<file path="src/rtl/ic_tester_pkg.sv">
`default_nettype none
// ============================================================================
//  Module      : ic_tester_pkg
//  Description : Shared definitions for the logic-IC pattern tester: gate-type
//                encodings, the controller state enum, and the golden
//                reference function used to predict each gate's output.
//  Contents    : GATE_* codes (3-bit), state_e, sel_is_legal(), golden()
//  Revision    : 1.0 - initial release
// ============================================================================
package ic_tester_pkg;

    // Gate-type encodings presented on gate_sel_i. Codes 6 and 7 are unused
    // and are reported as an illegal selection.
    localparam logic [2:0] GATE_AND  = 3'd0;
    localparam logic [2:0] GATE_OR   = 3'd1;
    localparam logic [2:0] GATE_NAND = 3'd2;
    localparam logic [2:0] GATE_NOR  = 3'd3;
    localparam logic [2:0] GATE_XOR  = 3'd4;
    localparam logic [2:0] GATE_XNOR = 3'd5;

    // Widest pattern the golden function understands.
    localparam int MAX_INPUTS = 4;

    typedef enum logic [2:0] {
        ST_IDLE   = 3'd0,
        ST_DRIVE  = 3'd1,
        ST_SAMPLE = 3'd2,
        ST_EVAL   = 3'd3,
        ST_DONE   = 3'd4
    } state_e;

    // A selection is usable only if it names one of the six gate types.
    // There is no dedicated inverter code: with a single input, NAND/NOR/XNOR
    // all collapse to an inverter, so a one-input IC is tested with one of those.
    function automatic logic sel_is_legal(input logic [2:0] sel);
        return (sel <= GATE_XNOR);
    endfunction

    // Expected output of one gate of type `sel` for input pattern `pat`, where
    // only the low `n` bits of `pat` are real gate inputs. XOR is odd parity.
    function automatic logic golden(input logic [2:0]            sel,
                                    input logic [MAX_INPUTS-1:0] pat,
                                    input int                    n);
        logic all_one;
        logic any_one;
        logic parity;
        all_one = 1'b1;
        any_one = 1'b0;
        parity  = 1'b0;
        for (int i = 0; i < MAX_INPUTS; i++) begin
            if (i < n) begin
                all_one = all_one & pat[i];
                any_one = any_one | pat[i];
                parity  = parity ^ pat[i];
            end
        end
        case (sel)
            GATE_AND:  return all_one;
            GATE_OR:   return any_one;
            GATE_NAND: return ~all_one;
            GATE_NOR:  return ~any_one;
            GATE_XOR:  return parity;
            GATE_XNOR: return ~parity;
            default:   return 1'b0;
        endcase
    endfunction

endpackage : ic_tester_pkg
`default_nettype wire

</file>
<file path="src/rtl/gate_golden_model.sv">
`default_nettype none
// ============================================================================
//  Module      : gate_golden_model
//  Description : Combinational reference for one gate of the selected type.
//                Every gate in the socket sees the same pattern, so a single
//                instance serves all of them.
//  Ports       : sel_i  [2:0]            gate type (ic_tester_pkg encoding)
//                pat_i  [NUM_INPUTS-1:0] current input pattern
//                exp_o                   expected gate output
//  Revision    : 1.0 - initial release
// ============================================================================
module gate_golden_model
    import ic_tester_pkg::*;
#(
    parameter int NUM_INPUTS = 3
) (
    input  logic [2:0]            sel_i,
    input  logic [NUM_INPUTS-1:0] pat_i,
    output logic                  exp_o
);

    // Zero-extend to the width the package function works on; the function
    // ignores bits at and above NUM_INPUTS.
    logic [MAX_INPUTS-1:0] pat_ext;

    assign pat_ext = MAX_INPUTS'(pat_i);
    assign exp_o   = golden(sel_i, pat_ext, NUM_INPUTS);

endmodule : gate_golden_model
`default_nettype wire

</file>
<file path="src/rtl/gate_pattern_tester.sv">
`default_nettype none
// ============================================================================
//  Module      : gate_pattern_tester
//  Description : Exhaustive functional tester for NUM_GATES identical gates of
//                a logic IC. Steps through every input pattern, holds each for
//                DWELL_CYCLES clocks, samples the synchronised socket outputs
//                and compares them with the golden model for the latched type.
//  Ports       : clk, rst_n          clock, async active-low reset
//                start_i             level, begins a run from IDLE/DONE
//                gate_sel_i [2:0]    gate type, latched at run start
//                loop_en_i           auto-restart after each DONE
//                dut_out_i  [G-1:0]  socket outputs (asynchronous)
//                stim_o     [G*N-1:0] socket drive, gate g = [g*N +: N]
//                busy_o, done_o      run in progress / one-cycle result strobe
//                pass_vec_o, fail_vec_o [G-1:0] per-gate verdict
//                pass_all_o, fail_any_o, bad_sel_o, first_fail_o [N-1:0]
//  Revision    : 1.0 - initial release
// ============================================================================
module gate_pattern_tester
    import ic_tester_pkg::*;
#(
    parameter int NUM_INPUTS   = 3,
    parameter int NUM_GATES    = 3,
    parameter int DWELL_CYCLES = 50000000,
    parameter int CNT_W        = 26
) (
    input  logic                            clk,
    input  logic                            rst_n,
    input  logic                            start_i,
    input  logic [2:0]                      gate_sel_i,
    input  logic                            loop_en_i,
    input  logic [NUM_GATES-1:0]            dut_out_i,
    output logic [NUM_GATES*NUM_INPUTS-1:0] stim_o,
    output logic                            busy_o,
    output logic                            done_o,
    output logic [NUM_GATES-1:0]            pass_vec_o,
    output logic [NUM_GATES-1:0]            fail_vec_o,
    output logic                            pass_all_o,
    output logic                            fail_any_o,
    output logic                            bad_sel_o,
    output logic [NUM_INPUTS-1:0]           first_fail_o
);

    localparam logic [CNT_W-1:0] DWELL_LAST = CNT_W'(DWELL_CYCLES - 1);

    // ------------------------------------------------------------------
    // State and result registers
    // ------------------------------------------------------------------
    state_e                            state_q;
    logic [2:0]                        sel_q;
    logic [NUM_INPUTS-1:0]             pat_q;
    logic [CNT_W-1:0]                  cnt_q;
    logic [NUM_GATES-1:0]              mis_q;
    logic [NUM_INPUTS-1:0]             first_fail_q;
    logic                              bad_sel_q;
    logic [NUM_GATES*NUM_INPUTS-1:0]   stim_q;
    logic                              busy_q;
    logic                              done_q;
    logic [NUM_GATES-1:0]              pass_vec_q;
    logic [NUM_GATES-1:0]              fail_vec_q;
    logic                              pass_all_q;
    logic                              fail_any_q;
    logic [NUM_GATES-1:0]              sync1_q;
    logic [NUM_GATES-1:0]              sync2_q;

    // ------------------------------------------------------------------
    // Combinational helpers
    // ------------------------------------------------------------------
    logic                              exp_bit;
    logic [NUM_GATES-1:0]              mis_d;
    logic [NUM_INPUTS-1:0]             pat_d;
    logic                              launch;

    gate_golden_model #(
        .NUM_INPUTS (NUM_INPUTS)
    ) u_golden (
        .sel_i (sel_q),
        .pat_i (pat_q),
        .exp_o (exp_bit)
    );

    // Sticky mismatch: once a gate has disagreed it stays failed for the run.
    assign mis_d  = mis_q | (sync2_q ^ {NUM_GATES{exp_bit}});
    assign pat_d  = pat_q + NUM_INPUTS'(1);
    // From DONE the loop enable restarts on its own; from IDLE only start does.
    assign launch = start_i | (loop_en_i & (state_q == ST_DONE));

    // ------------------------------------------------------------------
    // Controller, synchroniser and result registers
    // ------------------------------------------------------------------
    always_ff @(posedge clk or negedge rst_n) begin
        if (!rst_n) begin
            state_q      <= ST_IDLE;
            sel_q        <= '0;
            pat_q        <= '0;
            cnt_q        <= '0;
            mis_q        <= '0;
            first_fail_q <= '0;
            bad_sel_q    <= 1'b0;
            stim_q       <= '0;
            busy_q       <= 1'b0;
            done_q       <= 1'b0;
            pass_vec_q   <= '0;
            fail_vec_q   <= '0;
            pass_all_q   <= 1'b0;
            fail_any_q   <= 1'b0;
            sync1_q      <= '0;
            sync2_q      <= '0;
        end else begin
            sync1_q <= dut_out_i;
            sync2_q <= sync1_q;
            done_q  <= 1'b0;

            case (state_q)
                ST_IDLE, ST_DONE: begin
                    if (launch) begin
                        sel_q        <= gate_sel_i;
                        pat_q        <= '0;
                        cnt_q        <= '0;
                        mis_q        <= '0;
                        first_fail_q <= '0;
                        busy_q       <= 1'b1;
                        // Pattern 0 replicated is all zeros, so stim needs
                        // no update when entering DRIVE.
                        stim_q       <= '0;
                        if (sel_is_legal(gate_sel_i)) begin
                            bad_sel_q <= 1'b0;
                            state_q   <= ST_DRIVE;
                        end else begin
                            // Nothing meaningful to test: report at once.
                            bad_sel_q <= 1'b1;
                            state_q   <= ST_EVAL;
                        end
                    end
                end

                ST_DRIVE: begin
                    if (cnt_q == DWELL_LAST) begin
                        state_q <= ST_SAMPLE;
                    end else begin
                        cnt_q <= cnt_q + CNT_W'(1);
                    end
                end

                ST_SAMPLE: begin
                    mis_q <= mis_d;
                    if ((mis_q == '0) && (mis_d != '0)) begin
                        first_fail_q <= pat_q;
                    end
                    if (pat_q == '1) begin
                        // Last pattern: leave pat_q alone rather than wrap.
                        stim_q  <= '0;
                        state_q <= ST_EVAL;
                    end else begin
                        pat_q   <= pat_d;
                        cnt_q   <= '0;
                        stim_q  <= {NUM_GATES{pat_d}};
                        state_q <= ST_DRIVE;
                    end
                end

                ST_EVAL: begin
                    // mis_q already includes the final sample here.
                    if (bad_sel_q) begin
                        pass_vec_q <= '0;
                        fail_vec_q <= '1;
                    end else begin
                        pass_vec_q <= ~mis_q;
                        fail_vec_q <= mis_q;
                    end
                    pass_all_q <= ~(|mis_q) & ~bad_sel_q;
                    fail_any_q <= (|mis_q) | bad_sel_q;
                    done_q     <= 1'b1;
                    busy_q     <= 1'b0;
                    stim_q     <= '0;
                    state_q    <= ST_DONE;
                end

                default: begin
                    state_q <= ST_IDLE;
                end
            endcase
        end
    end

    // ------------------------------------------------------------------
    // Outputs (all straight from registers)
    // ------------------------------------------------------------------
    assign stim_o       = stim_q;
    assign busy_o       = busy_q;
    assign done_o       = done_q;
    assign pass_vec_o   = pass_vec_q;
    assign fail_vec_o   = fail_vec_q;
    assign pass_all_o   = pass_all_q;
    assign fail_any_o   = fail_any_q;
    assign bad_sel_o    = bad_sel_q;
    assign first_fail_o = first_fail_q;

endmodule : gate_pattern_tester
`default_nettype wire

</file>
<file path="config.mk">
export PLATFORM = sky130hd
export DESIGN_NAME = gate_pattern_tester
export DESIGN_NICKNAME = d
export VERILOG_FILES = /design/src/rtl/ic_tester_pkg.sv /design/src/rtl/gate_golden_model.sv /design/src/rtl/gate_pattern_tester.sv
export SDC_FILE = /design/constraint.sdc
export NUM_CORES = 1
export LEC_CHECK = 0
export CORE_MARGIN = 5
export CORE_UTILIZATION = 45
export DETAILED_ROUTE_END_ITERATION = 7
export PLACE_DENSITY = 0.66
export SLEW_MARGIN = 20
export SYNTH_ARGS = -nofsm -noshare
export SYNTH_HDL_FRONTEND = slang
export SYNTH_HIERARCHICAL = 1
export SYNTH_SLANG_ARGS = --single-unit
export TNS_END_PERCENT = 1
</file>
<file path="constraint.sdc">
create_clock -name clk -period 5.2 [get_ports clk]
set_input_delay 0.78 -clock clk [delete_from_list [all_inputs] [get_ports clk]]
set_output_delay 0.78 -clock clk [all_outputs]
set_load 0.02 [all_outputs]
</file>
; Word-level counts from Yosys, hierarchy flattened
; Index checks and enable logic that the tools add are counted.
[word_totals]
output_inout_bits = 23
regBits = 67
input_bits = 10
wordCells = 97
[classes]
bitwise_logic = 18
n_eq_ne = 16
magnitude_cmp = 1
mux = 25
addsub = 2
n_reduce_logical = 19
[op_table]
columns = operator, n
row1 = $mux W26, 3
row2 = $pmux W26 S3, 1
row3 = $pmux W9 S3, 1
row4 = $add A26 B1 Y26 const B, 1
row5 = $eq A26 B26 Y1 const B, 1
row6 = $mux W3, 7
row7 = $mux W9, 2
row8 = $pmux W3 S2, 3
row9 = $eq A3 B2 Y1 const B, 4
row10 = $eq A3 B3 Y1 const B, 4
row11 = $pmux W3 S4, 1
row12 = $ne A2 B2 Y1 const B, 5
row13 = $reduce_and A2 Y1, 5
row14 = $logic_not A3 Y1, 3
row15 = $reduce_bool A3 Y1, 3
row16 = $eq A3 B1 Y1 const B, 2
row17 = $pmux W1 S6, 1
row18 = $reduce_and A3 Y1, 2
row19 = $not A1 Y1, 5
row20 = $and A1 B1 Y1, 4
row21 = $mux W2, 2
row22 = $or A1 B1 Y1, 4
row23 = $reduce_and A4 Y1, 1
row24 = $reduce_bool A2 Y1, 2
row25 = other kinds (11), 14

; Longest topological paths before layout
[logic_depth]
ltp_word = 10
mapped_depth = 9

; Modules after synthesis
; Netlist, hierarchy kept.
[by_module_without_submodules]
columns = mod, cells_per_inst, area_per_inst_um2, instances
row1 = gate_pattern_tester, 289, 2886.5, 1
row2 = gate_golden_model, 12, 106.4, 1

; Worst setup path before layout
; OpenSTA, ideal clock, no wires.
[synth_path]
kind = reg-to-reg
from = register pat_q[0]
to = register first_fail_q[0], in the netlist first_fail_o[0]
path_buffers = 0
setup_slack_ps = 2719
path_stages_with_launch = 10
t_arrival_ps = 2355
setup_ps = 126
path_cell_list = dfrtp_1 inv_1 ha_1 xor3_4 nand2_1 o211ai_2 or4_1 a41o_1 nand3_1 o21ai_0
[synth_via]
elab_chain_cells = 10
elab_cells_between_ends = 18
cone_classes = eq/ne: 1 / mux: 3 / bitwise: 11 / reduce/logical: 3
[synth_rtl]
columns = item, line_no
row1 = from (decl), gate_pattern_tester.sv:51  ; logic [NUM_INPUTS-1:0] pat_q;
row2 = from (signal assigned), gate_pattern_tester.sv:155  ; pat_q <= pat_d;
row3 = "$xor A1 B1 Y1, or another cell as far along (2 in series)", ic_tester_pkg.sv:54  ; parity = parity ^ pat[i];
row4 = $not A1 Y1 (on tied branches), "ic_tester_pkg.sv:63, ic_tester_pkg.sv:60, ic_tester_pkg.sv:61"
row5 = $pmux W1 S6 *, ic_tester_pkg.sv:57  ; case (sel)
row6 = net exp_bit, gate_pattern_tester.sv:69  ; logic exp_bit;
row7 = $xor A3 B3 Y3 *, gate_pattern_tester.sv:83  ; assign mis_d = mis_q | (sync2_q ^ {NUM_GATES{exp_bit}});
row8 = $or A3 B3 Y3 *, gate_pattern_tester.sv:83
row9 = $reduce_bool A3 Y1 *, gate_pattern_tester.sv:147  ; if ((mis_q == '0) && (mis_d != '0)) begin
row10 = $logic_and A1 B1 Y1 *, gate_pattern_tester.sv:147
row11 = $ne A2 B2 Y1 (no line) *, --
row12 = $reduce_and A3 Y1 (no line) *, --
row13 = to (signal assigned), gate_pattern_tester.sv:148  ; first_fail_q <= pat_q;
row14 = to (decl), gate_pattern_tester.sv:54  ; logic [NUM_INPUTS-1:0] first_fail_q;
; Mark *: on every way through the listed nets, which the timed path passes. The rest lies on a longest branch. The select of a mux whose other input is x is not followed.
; A chain may end at the register's enable or synchronous reset.

; Final worst setup path
; Ends and elaborated chain as after synthesis.

==> metrics.yaml <==
drt:
  drc: 0
  detail-route-antenna-nets: 0
  drt_wl_total_um: 6530
  drtIter0Drc: 141
  first_pass_iters: 4
  vias: 2383
  vias_per_cell: 5.73
  wl_per_cell_um: 15.7
floorplan:
  die_h_um: 91.6
  die_x_um: 91.6
  core-area_mm2: 0.00642
  ios: 33
  die_area_mm2: 0.00838
  rows: 29
  initial_core_util: 0.466
place:
  place_congestion: 0.869
  place_area_mm2: 0.00336
  place_ws_ns: 2.46
  port_buffers: 32
  dp.cells: 400
  hpwl_um: 4520
layout:
  drive_gt1_frac: 0.0885
  antennaDiodeCount: 0
  fin_util: 0.553
  design_area_mm2: 0.00355
  layout.cells.non_filler: 416
  num-fill-cells: 582
  nets: 349
  area_growth_pct: 18.6
setup_path:
  critPathMaxFanout: 6
  endpoint_kind: "flip-flop"
  cp.required_ns: 5.41
  cp-start-kind: "flip-flop"
  crit_arrival_ns: 2.95
  worst-setup-path-type: "reg2reg"
sta:
  fin_hold_ws_ns: 0.349
  drv_slew: 0
  hold_viol: 0
  period_needed_ns: 2.74
  worst_pin_slew_ns: 0.754
  setup_viol_count_final: 0
  slew_headroom: 0.497
  fin_crit_sh: 0.527
  clock_skew_ns: 0.00470
  fmax_ghz: 0.365
  rsz0062_at_grt: "false"
  finalSetupTns_ns: 0
  setup_slack_ns: 2.46
global_routing:
  grt_pass1_wl_um: 10900
  grt_remaining_overflow: 0
  grt_use_total: 0.164
  antenna_found_initial: 0
  first_global_vias: 2194
  grt_max_degree: 62
clock_network:
  cts_root_buf: "clkbuf_8"
  h-tree-depth: 3
  clock-sinks: 61
  cts_setup_buffers: 0
  clk_pin_slew_ns: 0.07
  cts_buffers: 9
  ctsResizeCount: 0
  cts_buffer_depth: 2
  hold_buffers: 0
  cts_tree: "done"
  clk_latency_ns: 0.33
hold_path:
  hold_class: "reg2reg"
synthesis:
  ys_seq_area_frac: 0.510
  ys_types: 46
  yosys_warnings: 6
  ys_ff_latch: 61
  synth.net_count: 316
  postSynthCellCount: 301
  async_reset_ff_frac: 1.00
  synth_common_cells: "61 x dfrtp_1, 28 x nand2_1, 24 x nor2_1"
  synth-main-ff-cell: "dfrtp_1"
  synth_top_area_share: 0.510
  synth_most_common_cell: "dfrtp_1"
  syn_avg_cell_area_um2: 9.94
  synth-edff-count: 0
  synth_area_mm2: 0.00299
  synth_area_leaders: "dfrtp_1 51%, nand2_1 3.5%, nor2_1 3.0%"
  yosysTopAreaCell: "dfrtp_1"
power_and_ir_drop:
  finalPower_mw: 1.94
  vdd_ir_drop_max_uv: 236
  p_leak_nw: 1.61
  p_per_area_mw_per_mm2: 546
flow_run:
  max_cap_violations: 0
run_status:
  status: "finished, final reports clean"
## kinds of logic after synthesis
kind of cell / count (synthesis) / synth area share
AO/OA/AOI/OAI: 78 / 0.175
flip-flops: 61 / 0.510
adder cells (fa/ha/maj): 5 / 0.0209
buffers and inverters: 25 / 0.0410
XOR/XNOR: 8 / 0.0297
AND/OR/NAND/NOR: 121 / 0.212
multiplexers: 3 / 0.0113
## layer usage
metal,global-route usage,wire [µm],vias up
li1,-,-,1176
met1,0.233,3190,1142
met2,0.240,2940,57
met3,0.0331,308,8
met4,0.0754,96,0
met5,0,0,-
## final cells by class
class,instances,area (µm²),share of cell area
clock inverter,4,47.5,0.0134
sequential,61,1530,0.430
inverter,10,37.5,0.0106
tap,77,96.3,0.0271
clock buffer,12,145,0.0409
timing repair buffer,37,353,0.0994
multi-input combinational,215,1340,0.379
## power breakdown
part,internal (mW),total [mW],switching [mW],leakage [nW]
combinational,0.335,0.793,0.458,0.724
clock,0.233,0.409,0.176,0.0964
sequential,0.600,0.737,0.137,0.794
## layout by cell type (no fill, tap or decap), types with 4 or more instances in the layout
cell type	n
o21ai_0	15
nor2_1	24
clkdlybuf4s50_1	31
or4_1	5
inv_1	10
clkbuf_8	10
and4_1	4
xnor2_1	4
a31oi_1	13
dfrtp_1	61
a21oi_1	16
o21a_1	4
buf_4	5
nor2b_1	6
nand3_1	16
a22o_1	6
nor3_1	10
ha_1	5
nand2_1	28
nand4_1	7
a21o_1	9
nor4_1	5
## final timing paths
| path | startpoint | to | slack (ns) | cells past startpoint |
|---|---|---|---|---|
| setup / recovery | pat_q[0]$_DFFE_PN0P_ | first_fail_o[0]$_DFFE_PN0P_ | 2.46 | 9 |
| max in group asynchronous | rst_n | stim_o[6]$_DFFE_PN0P_ | 4.10 | 2 |
| setup reg to reg | pat_q[0]$_DFFE_PN0P_ | first_fail_o[0]$_DFFE_PN0P_ | 2.46 | 9 |
| min in group asynchronous | rst_n | pass_vec_o[0]$_DFFE_PN0P_ | 0.60 | 2 |
| hold / removal | sync1_q[2]$_DFF_PN0_ | sync2_q[2]$_DFF_PN0_ | 0.35 | 0 |
| hold reg to reg | sync1_q[2]$_DFF_PN0_ | sync2_q[2]$_DFF_PN0_ | 0.35 | 0 |
## registers in the layout, indices dropped and copies added, names as in the netlist, 3 cells and up
signal	cells
pat_q	3
sync1_q	3
stim_o	3
sync2_q	3
sel_q	3
state_q	3
mis_q	3
fail_vec_o	3
cnt_q	26
first_fail_o	3
pass_vec_o	3
## critical path: stages (launching register included)
cell and delay [ns]:
dfrtp_1 0.45, inv_1 0.08, ha_1 0.28, xor3_4 0.47
nand2_1 0.10, o211ai_2 0.16, or4_1 0.55, a41o_1 0.33
nand3_1 0.11, o21ai_0 0.09
Power figures use the tool's default switching activity.
